===== src/rtl/keccak_pkg.sv =====
// Shared types and constants for the slice-serial Keccak-p round engine.
package keccak_pkg;

  localparam int SLICE_W            = 25;
  localparam int DEFAULT_ROUNDS_MAX = 24;

  typedef enum logic [2:0] {
    IDLE,
    LOAD,
    SSTART,
    SRUN,
    DRAIN
  } engineState_e;

  function automatic int clampRounds(input int requested, input int roundsMax);
    return (requested > roundsMax) ? roundsMax : requested;
  endfunction

endpackage


===== src/rtl/keccak_round_engine_if.sv =====
// Host-side load/result bus of the round engine.
interface keccak_round_engine_if #(
  parameter int NSTEP = 5
);
  logic             start;
  logic [4:0]       rounds;
  logic [NSTEP-1:0] stepEn;
  logic [24:0]      in;
  logic             inValid;
  logic             inReady;
  logic [24:0]      out;
  logic             outValid;
  logic             outReady;
  logic             busy;
  logic             done;
  logic             err;

  modport master (
    output start, rounds, stepEn, in, inValid, outReady,
    input  inReady, out, outValid, busy, done, err
  );

  modport slave (
    input  start, rounds, stepEn, in, inValid, outReady,
    output inReady, out, outValid, busy, done, err
  );
endinterface


===== src/rtl/pingpong_mem.sv =====
// Two slice banks: reads come from the selected bank, writes go to either it or its partner.
module pingpong_mem
  import keccak_pkg::*;
#(
  parameter int DEPTH = 64
) (
  input  logic                     clk,
  input  logic                     rst,
  input  logic                     clearSel,
  input  logic                     toggle,
  input  logic                     we,
  input  logic                     weOther,
  input  logic [$clog2(DEPTH)-1:0] waddr,
  input  logic [SLICE_W-1:0]       wdata,
  input  logic [$clog2(DEPTH)-1:0] raddr,
  output logic [SLICE_W-1:0]       rdata
);

  logic [SLICE_W-1:0] bank0 [DEPTH];
  logic [SLICE_W-1:0] bank1 [DEPTH];
  logic               sel;
  logic               wrBank;

  always_ff @(posedge clk or posedge rst) begin
    if (rst) begin
      sel <= 1'b0;
    end else if (clearSel) begin
      sel <= 1'b0;
    end else if (toggle) begin
      sel <= ~sel;
    end
  end

  assign wrBank = weOther ? ~sel : sel;

  // Contents are deliberately left uninitialised on reset.
  always_ff @(posedge clk) begin
    if (we) begin
      if (wrBank) begin
        bank1[waddr] <= wdata;
      end else begin
        bank0[waddr] <= wdata;
      end
    end
  end

  assign rdata = sel ? bank1[raddr] : bank0[raddr];

endmodule


===== src/rtl/keccak_round_engine.sv =====
// Slice-serial Keccak-p round sequencer: loads a state, walks enabled step units per round, drains.
module keccak_round_engine
  import keccak_pkg::*;
#(
  parameter int LANE_W     = 64,
  parameter int ROUNDS_MAX = DEFAULT_ROUNDS_MAX,
  parameter int NSTEP      = 5
) (
  input  logic                     clk,
  input  logic                     rst,
  keccak_round_engine_if.slave     bus,
  output logic [SLICE_W-1:0]       stepIn,
  output logic [4:0]               roundIdx,
  output logic [NSTEP-1:0]         stepStart,
  input  logic [NSTEP-1:0]         stepPutInput,
  input  logic [NSTEP-1:0]         stepOutReady,
  input  logic [SLICE_W*NSTEP-1:0] stepOut,
  input  logic [NSTEP-1:0]         stepReady
);

  localparam int PTR_W = $clog2(LANE_W);
  localparam int RND_W = $clog2(ROUNDS_MAX + 1);
  localparam int SW    = (NSTEP > 1) ? $clog2(NSTEP) : 1;
  localparam logic [6:0]       FULL     = 7'(LANE_W);
  localparam logic [PTR_W-1:0] LAST_PTR = PTR_W'(LANE_W - 1);

  engineState_e       state, stateNext;
  logic [PTR_W-1:0]   rdPtr, wrPtr;
  logic [6:0]         wrCnt, wrCntAfter;
  logic [RND_W-1:0]   round, nrEff, nrClamp;
  logic [NSTEP-1:0]   mask;
  logic [SW-1:0]      s, firstEn, nextEn;
  logic               hasNext;
  logic               errQ, doneQ;

  logic               selPut, selOutRdy, selRdy;
  logic [SLICE_W-1:0] selData, rdData, memWdata;
  logic               wrFull, wrAccept, stepGood, lastLoad, roundLast;
  logic               memWe, memWeOther, memToggle, memClrSel;

  pingpong_mem #(.DEPTH(LANE_W)) mem (
    .clk      (clk),
    .rst      (rst),
    .clearSel (memClrSel),
    .toggle   (memToggle),
    .we       (memWe),
    .weOther  (memWeOther),
    .waddr    (wrPtr),
    .wdata    (memWdata),
    .raddr    (rdPtr),
    .rdata    (rdData)
  );

  assign nrClamp   = RND_W'(clampRounds(int'(bus.rounds), ROUNDS_MAX));
  assign selPut    = stepPutInput[s];
  assign selOutRdy = stepOutReady[s];
  assign selRdy    = stepReady[s];
  assign selData   = stepOut[SLICE_W*int'(s) +: SLICE_W];

  assign wrFull     = (wrCnt == FULL);
  assign wrAccept   = (state == SRUN) && selOutRdy && !wrFull;
  assign wrCntAfter = wrCnt + {6'd0, wrAccept};
  // A final write landing together with stepReady still completes the step.
  assign stepGood   = (state == SRUN) && selRdy && (wrCntAfter == FULL);
  assign lastLoad   = (state == LOAD) && bus.inValid && (wrPtr == LAST_PTR);
  assign roundLast  = (RND_W'(round + 1'b1) == nrEff);

  always_comb begin
    firstEn = '0;
    nextEn  = '0;
    hasNext = 1'b0;
    for (int unsigned i = NSTEP; i > 0; i--) begin
      if (mask[i-1]) firstEn = SW'(i - 1);
    end
    for (int unsigned i = 0; i < NSTEP; i++) begin
      if (!hasNext && mask[i] && (SW'(i) > s)) begin
        nextEn  = SW'(i);
        hasNext = 1'b1;
      end
    end
  end

  always_ff @(posedge clk or posedge rst) begin
    if (rst) begin
      state <= IDLE;
    end else begin
      state <= stateNext;
    end
  end

  always_comb begin
    stateNext    = state;
    bus.inReady  = 1'b0;
    bus.outValid = 1'b0;
    bus.out      = '0;
    bus.busy     = (state != IDLE);
    bus.done     = doneQ;
    bus.err      = errQ;
    stepIn       = rdData;
    stepStart    = '0;
    roundIdx     = '0;
    memWe        = 1'b0;
    memWeOther   = 1'b0;
    memToggle    = 1'b0;
    memClrSel    = 1'b0;
    memWdata     = bus.in;

    unique case (state)
      IDLE: begin
        if (bus.start) begin
          memClrSel = 1'b1;
          stateNext = LOAD;
        end
      end
      LOAD: begin
        bus.inReady = 1'b1;
        memWe       = bus.inValid;
        if (lastLoad) stateNext = (nrEff == '0) ? DRAIN : SSTART;
      end
      SSTART: begin
        roundIdx = 5'(ROUNDS_MAX) - 5'(nrEff) + 5'(round);
        if (mask == '0) begin
          if (roundLast) stateNext = DRAIN;
        end else begin
          stepStart[s] = 1'b1;
          stateNext    = SRUN;
        end
      end
      SRUN: begin
        roundIdx   = 5'(ROUNDS_MAX) - 5'(nrEff) + 5'(round);
        memWe      = wrAccept;
        memWeOther = 1'b1;
        memWdata   = selData;
        memToggle  = stepGood;
        if (selRdy) stateNext = (!hasNext && roundLast) ? DRAIN : SSTART;
      end
      DRAIN: begin
        bus.outValid = 1'b1;
        bus.out      = rdData;
        if (bus.outReady && (rdPtr == LAST_PTR)) stateNext = IDLE;
      end
      default: stateNext = IDLE;
    endcase
  end

  always_ff @(posedge clk or posedge rst) begin
    if (rst) begin
      rdPtr <= '0;
      wrPtr <= '0;
      wrCnt <= '0;
      round <= '0;
      nrEff <= '0;
      mask  <= '0;
      s     <= '0;
      errQ  <= 1'b0;
      doneQ <= 1'b0;
    end else begin
      doneQ <= 1'b0;
      unique case (state)
        IDLE: begin
          if (bus.start) begin
            errQ  <= 1'b0;
            rdPtr <= '0;
            wrPtr <= '0;
            wrCnt <= '0;
            round <= '0;
            nrEff <= nrClamp;
            mask  <= bus.stepEn;
          end
        end
        LOAD: begin
          if (bus.inValid) wrPtr <= wrPtr + 1'b1;
          if (lastLoad) begin
            round <= '0;
            s     <= firstEn;
          end
        end
        SSTART: begin
          rdPtr <= '0;
          wrPtr <= '0;
          wrCnt <= '0;
          if (mask == '0) round <= round + 1'b1;
        end
        SRUN: begin
          if (selPut) rdPtr <= rdPtr + 1'b1;
          if (selOutRdy) begin
            if (wrFull) begin
              errQ <= 1'b1;
            end else begin
              wrPtr <= wrPtr + 1'b1;
              wrCnt <= wrCnt + 1'b1;
            end
          end
          if (selRdy) begin
            if (!stepGood) errQ <= 1'b1;
            if (hasNext) begin
              s <= nextEn;
            end else begin
              s     <= firstEn;
              round <= round + 1'b1;
              if (roundLast) rdPtr <= '0;
            end
          end
        end
        DRAIN: begin
          if (bus.outReady) begin
            rdPtr <= rdPtr + 1'b1;
            if (rdPtr == LAST_PTR) doneQ <= 1'b1;
          end
        end
        default: ;
      endcase
    end
  end

endmodule


===== src/flat_wrapper.sv =====
// flat-port wrapper written by rule: the top's interface ports become plain ports
module keccak_round_engine_flat import keccak_pkg::*;
#(
  parameter int LANE_W     = 64,
  parameter int ROUNDS_MAX = DEFAULT_ROUNDS_MAX,
  parameter int NSTEP      = 5
)
  (clk, rst, stepIn, roundIdx, stepStart, stepPutInput, stepOutReady, stepOut, stepReady, bus_start, bus_rounds, bus_stepEn, bus_in, bus_inValid, bus_outReady, bus_inReady, bus_out, bus_outValid, bus_busy, bus_done, bus_err);
  keccak_round_engine_if #(.NSTEP(NSTEP)) bus_i ();
  input  logic clk;
  input  logic rst;
  output logic [SLICE_W-1:0] stepIn;
  output logic [4:0] roundIdx;
  output logic [NSTEP-1:0] stepStart;
  input  logic [NSTEP-1:0] stepPutInput;
  input  logic [NSTEP-1:0] stepOutReady;
  input  logic [SLICE_W*NSTEP-1:0] stepOut;
  input  logic [NSTEP-1:0] stepReady;
  input wire logic [$bits(bus_i.start)-1:0] bus_start;
  input wire logic [$bits(bus_i.rounds)-1:0] bus_rounds;
  input wire logic [$bits(bus_i.stepEn)-1:0] bus_stepEn;
  input wire logic [$bits(bus_i.in)-1:0] bus_in;
  input wire logic [$bits(bus_i.inValid)-1:0] bus_inValid;
  input wire logic [$bits(bus_i.outReady)-1:0] bus_outReady;
  output wire logic [$bits(bus_i.inReady)-1:0] bus_inReady;
  output wire logic [$bits(bus_i.out)-1:0] bus_out;
  output wire logic [$bits(bus_i.outValid)-1:0] bus_outValid;
  output wire logic [$bits(bus_i.busy)-1:0] bus_busy;
  output wire logic [$bits(bus_i.done)-1:0] bus_done;
  output wire logic [$bits(bus_i.err)-1:0] bus_err;
  assign bus_i.start = bus_start;
  assign bus_i.rounds = bus_rounds;
  assign bus_i.stepEn = bus_stepEn;
  assign bus_i.in = bus_in;
  assign bus_i.inValid = bus_inValid;
  assign bus_i.outReady = bus_outReady;
  assign bus_inReady = bus_i.inReady;
  assign bus_out = bus_i.out;
  assign bus_outValid = bus_i.outValid;
  assign bus_busy = bus_i.busy;
  assign bus_done = bus_i.done;
  assign bus_err = bus_i.err;
  keccak_round_engine #(.LANE_W(LANE_W), .ROUNDS_MAX(ROUNDS_MAX), .NSTEP(NSTEP)) u_core (.clk(clk), .rst(rst), .bus(bus_i), .stepIn(stepIn), .roundIdx(roundIdx), .stepStart(stepStart), .stepPutInput(stepPutInput), .stepOutReady(stepOutReady), .stepOut(stepOut), .stepReady(stepReady));
endmodule

===== config.mk =====
export PLATFORM = sky130hd
export DESIGN_NAME = keccak_round_engine_flat
export DESIGN_NICKNAME = d
export VERILOG_FILES = /design/src/rtl/keccak_pkg.sv /design/src/rtl/keccak_round_engine_if.sv /design/src/rtl/pingpong_mem.sv /design/src/rtl/keccak_round_engine.sv /design/src/flat_wrapper.sv
export SDC_FILE = /design/constraint.sdc
export NUM_CORES = 2
export LEC_CHECK = 0
export CORE_MARGIN = 2
export CORE_UTILIZATION = 55
export DETAILED_ROUTE_END_ITERATION = 6
export GPL_TIMING_DRIVEN = 0
export PLACE_DENSITY = 0.69
export SLEW_MARGIN = 20
export SYNTH_ARGS = -nofsm -noshare
export SYNTH_HDL_FRONTEND = slang
export SYNTH_SLANG_ARGS = --single-unit

===== constraint.sdc =====
create_clock -name clk -period 4.6 [get_ports clk]
set_clock_uncertainty 0.2 [all_clocks]
set_input_delay 0.69 -clock clk [delete_from_list [all_inputs] [get_ports clk]]
set_output_delay 0.69 -clock clk [all_outputs]
set_load 0.01 [all_outputs]

==> results.md <==
- Post-synth EDFFs: 3,200
- Critical path class: flip-flop to output pin
- Clk Tree Root Cell: clkbuf_16
- Worst setup margin: -1020 ps
- Syn nets: 6,304
- Via density: 6.96
- Crit path from: u_core.rdPtr[4]
- Critical path's slowest cell: clkdlybuf4s50_1
- CTS Buf Count: 339
- Die W: 485 µm
- Outcome: complete, but fails checks
- Switch Pwr: 28,700 µW
- I/O Buffers: 244
- Placer Congestion: 1.02
- Req. time, crit path: 3710 ps
- CP max stage delay: 620 ps
- Tot GR Track Use: 36.4%
- Post-synth cell types: 77
- Initial antenna violation count: 23
- DRC violations left: 25
- Maximum clock rate: 178 MHz
- CP Max Fanout: 10
- CP cell instances: buf_2, nor3b_2, buf_4, nand2b_1, clkbuf_2, o22ai_2, nor4_4, buf_6, a31oi_2, clkdlybuf4s50_1
- Final net count: 7,425
- Area grow syn2layout: 23.9%
- First-pass GRT wire length: 578,000 µm
- Boundary Pins: 245
- Crit end category: output pin
- Total number of yosys warnings: 0
- Maxcap violations: 0
- RSZ-0062 raised after global routing: true
- Die ar.: 235,000 µm²
- Synth top area cells: edfxtp_1 (76%), mux4_2 (14%), mux2i_1 (1.9%)
- Logic pwr share: 33.7%
- Setup violations, final: 50
- WP buf/inv: 5
- Clock share of power: 29.9%
- Worst-path clk slew: 60 ps
- DR vias: 73.2k
- Delay-heaviest family, CP: buffers and inverters
- Worst-margin pin slew: 1350 ps
- Clk sinks: 3,243
- Rows: 176
- Synth async-reset ratio: 1.33%
- FF+latch count, synth: 3,243
- Total global routing overflow: 0
- Switching Fraction: 32.0%
- Syn avg cell area: 20.8 µm²
- CP arrival: 4730 ps
- Synthesized instance count: 6,109
- Largest net degree at the start of global routing: 77
- Final Core Density: 68.5%
- P_int: 60,900 µW
- Initial Util: 55.3%
- Clock latency on the worst-skew pair: 970 ps
- Core ar.: 230,000 µm²
- Startpoint Class: flip-flop
- Pre-CTS WS: -1860 ps
- Fin crit period: 5620 ps
- Final Max Slew Viols: 0
- Post-synth top area cell: edfxtp_1
- Sequential area share after synthesis: 76.5%
- VDD IR-drop max: 0.000531 V
- Final hold vios: 0
- Main synth FF type: edfxtp_1
- # H-tree levels: 5
- Vias in the first global route: 69.9k
- Synthesized cell area: 127,000 µm²
- Post-DP HPWL: 289,000 µm
- Worst Hold Class: input port to flip-flop
- Routed WL: 432,000 µm
- Avg WL per Cell: 41.1 µm
- Hold path start: bus_rounds[2]
- Final worst-path cycle share: 122%
- Failing checks: DRC, setup timing
- 1st-pass router iterations: 7
- TritonCTS clock tree: yes
- Reg power frac: 36.5%
- Worst R2R Start: u_core.s[2]
- Clock buffer depth: 4
- Power Density: 570 nW/µm²
- Die H: 485 µm
- Rel. slew slack: 9.14%
- Layout cells sized above 1: 34.2%
- Yosys top cell area share: 75.7%
- Post-route ant nets: 0
- Leakage: 0.0507 µW
- 1st-iter DRT viols: 12.8k
[metrics by stage]
step	setup TNS [ps]	total power (µW)	hold slack, ps	cells	instance area, µm²
2_1_floorplan	0	45900	295	6109	127000
3_3_place_gp	-	56100	331	9379	133000
3_5_place_dp	-2674650	56500	349	9585	139000
4_1_cts	-30210	87000	75.7	10400	155000
5_1_grt	-34110	90900	110	10500	157000
6_report	-34790	89600	112	10500	157000
[kinds of logic (layout without fill, tap and decap cells)]
logic type / Yosys count / after routing / synth area share, %
and+or+nand+nor: 1044 / 1044 / 4.09
xor gates and xnor gates: 12 / 12 / 0.0828
DFF: 3243 / 3243 / 76.5
muxes: 1039 / 1039 / 15.9
AOI/OAI and AO/OA: 344 / 344 / 1.86
adders and majority gates: 15 / 15 / 0.154
other: 0 / 15 / 0
buffers and inverters: 412 / 1777 / 1.42
[registers in the layout (all words and copies together), names as in the netlist]
register          flops
u_core.mask           5
u_core.bus.done       1
u_core.round          5
u_core.s              3
u_core.mem.bank0   1600
u_core.rdPtr          6
u_core.mem.sel        1
u_core.wrCnt          7
u_core.nrEff          5
u_core.wrPtr          6
u_core.mem.bank1   1600
u_core.state          3
u_core.bus.err        1
[tightest hold or removal path, delay by kind of cell]
family,cells,cell delay (ps)
buffers and inverters,1,420
AO/OA/AOI/OAI,1,80
AND/OR/NAND/NOR,1,70
[cell usage after synthesis, drive strengths merged, types with 8 or more instances]
master	n
o22ai	75
mux4	778
inv	33
nand3b	8
clkbuf	202
edfxtp	3200
a21oi	50
ha	14
a31oi	12
buf	177
nor3	34
nand2	178
nand3	325
mux2i	244
o211ai	25
and3	26
nor4	33
nand4	87
nor2b	37
o21ai	36
o21a	26
mux2	17
dfrtp	43
xnor2	8
o221ai	28
nand2b	31
a211oi	11
a22oi	31
nor2	214
and2	33
[placed cells by master (no fill, tap or decap), types with 26 or more instances in the layout]
cell	n
dfrtp_1	42
nor2b_1	34
clkinv_1	58
clkbuf_1	126
nand3_2	53
buf_16	131
buf_8	42
buf_4	221
nand2b_1	31
o22ai_1	57
clkinv_2	60
mux2i_1	200
nor2_4	147
edfxtp_1	3200
mux4_2	778
clkbuf_2	67
buf_6	126
inv_1	29
buf_2	46
o221ai_1	26
clkbuf_4	47
nand3_1	264
clkdlybuf4s50_1	195
buf_12	185
nand2_1	175
bufinv_16	31
nand4_1	87
clkbuf_16	350
a21oi_1	43
o21ai_0	29
nor2_1	65
[cell type report]
| class | count | area (µm²) |
|---|---|---|
| tap | 3026 | 3790 |
| buffer | 368 | 3620 |
| clock inverter | 180 | 1720 |
| fill | 13900 | 72400 |
| inverter | 33 | 129 |
| clock buffer | 405 | 8880 |
| multi-input combinational | 2454 | 31000 |
| antenna | 15 | 37.5 |
| sequential | 3243 | 97200 |
| timing repair buffer | 791 | 10900 |
[power groups by stage]
stage | combinational [µW] | clock [µW] | sequential [µW]
after floorplan | 12600 | 0 | 33300
final | 30200 | 26800 | 32700
after detailed placement | 23200 | 0 | 33300
after global placement | 22700 | 0 | 33400
after CTS | 27500 | 26800 | 32700
after global routing | 30300 | 27900 | 32700
[layer usage]
layer	GRT usage, %	vias to the layer above	share of wire (%)
li1	-	27800	-
met1	47.7	38000	34
met2	54.3	6068	45
met3	11.8	1209	14
met4	19.9	6	7.0
met5	0	-	0.0095
[path summary, 6_finish.rpt]
| check | slack (ps) | cells past startpoint | to |
|---|---|---|---|
| worst max-delay path | -1020 | 10 | bus_out[12] |
| worst min-delay path | 110 | 3 | u_core.nrEff[2] |
| worst max register to register | 90 | 8 | u_core.mem.bank0[54][5] |
| worst min register to register | 360 | 2 | u_core.round[4] |
| max in group asynchronous | 3220 | 4 | u_core.round[4] |
| min in group asynchronous | 420 | 3 | u_core.bus.err |
[what timing repair did]
| action | in CTS | in global routing |
|---|---|---|
| resized for setup | 1083 | 211 |
| hold endpoints to repair | 19 | 0 |
| gates cloned | 12 | 2 |
| hold buffers | 1 | 0 |
| endpoints found under the setup margin | 3239 | 319 |
| pin swaps | 163 | 92 |
| setup buffers | 201 | 131 |
No activity file was read; power rests on OpenSTA's default activity.
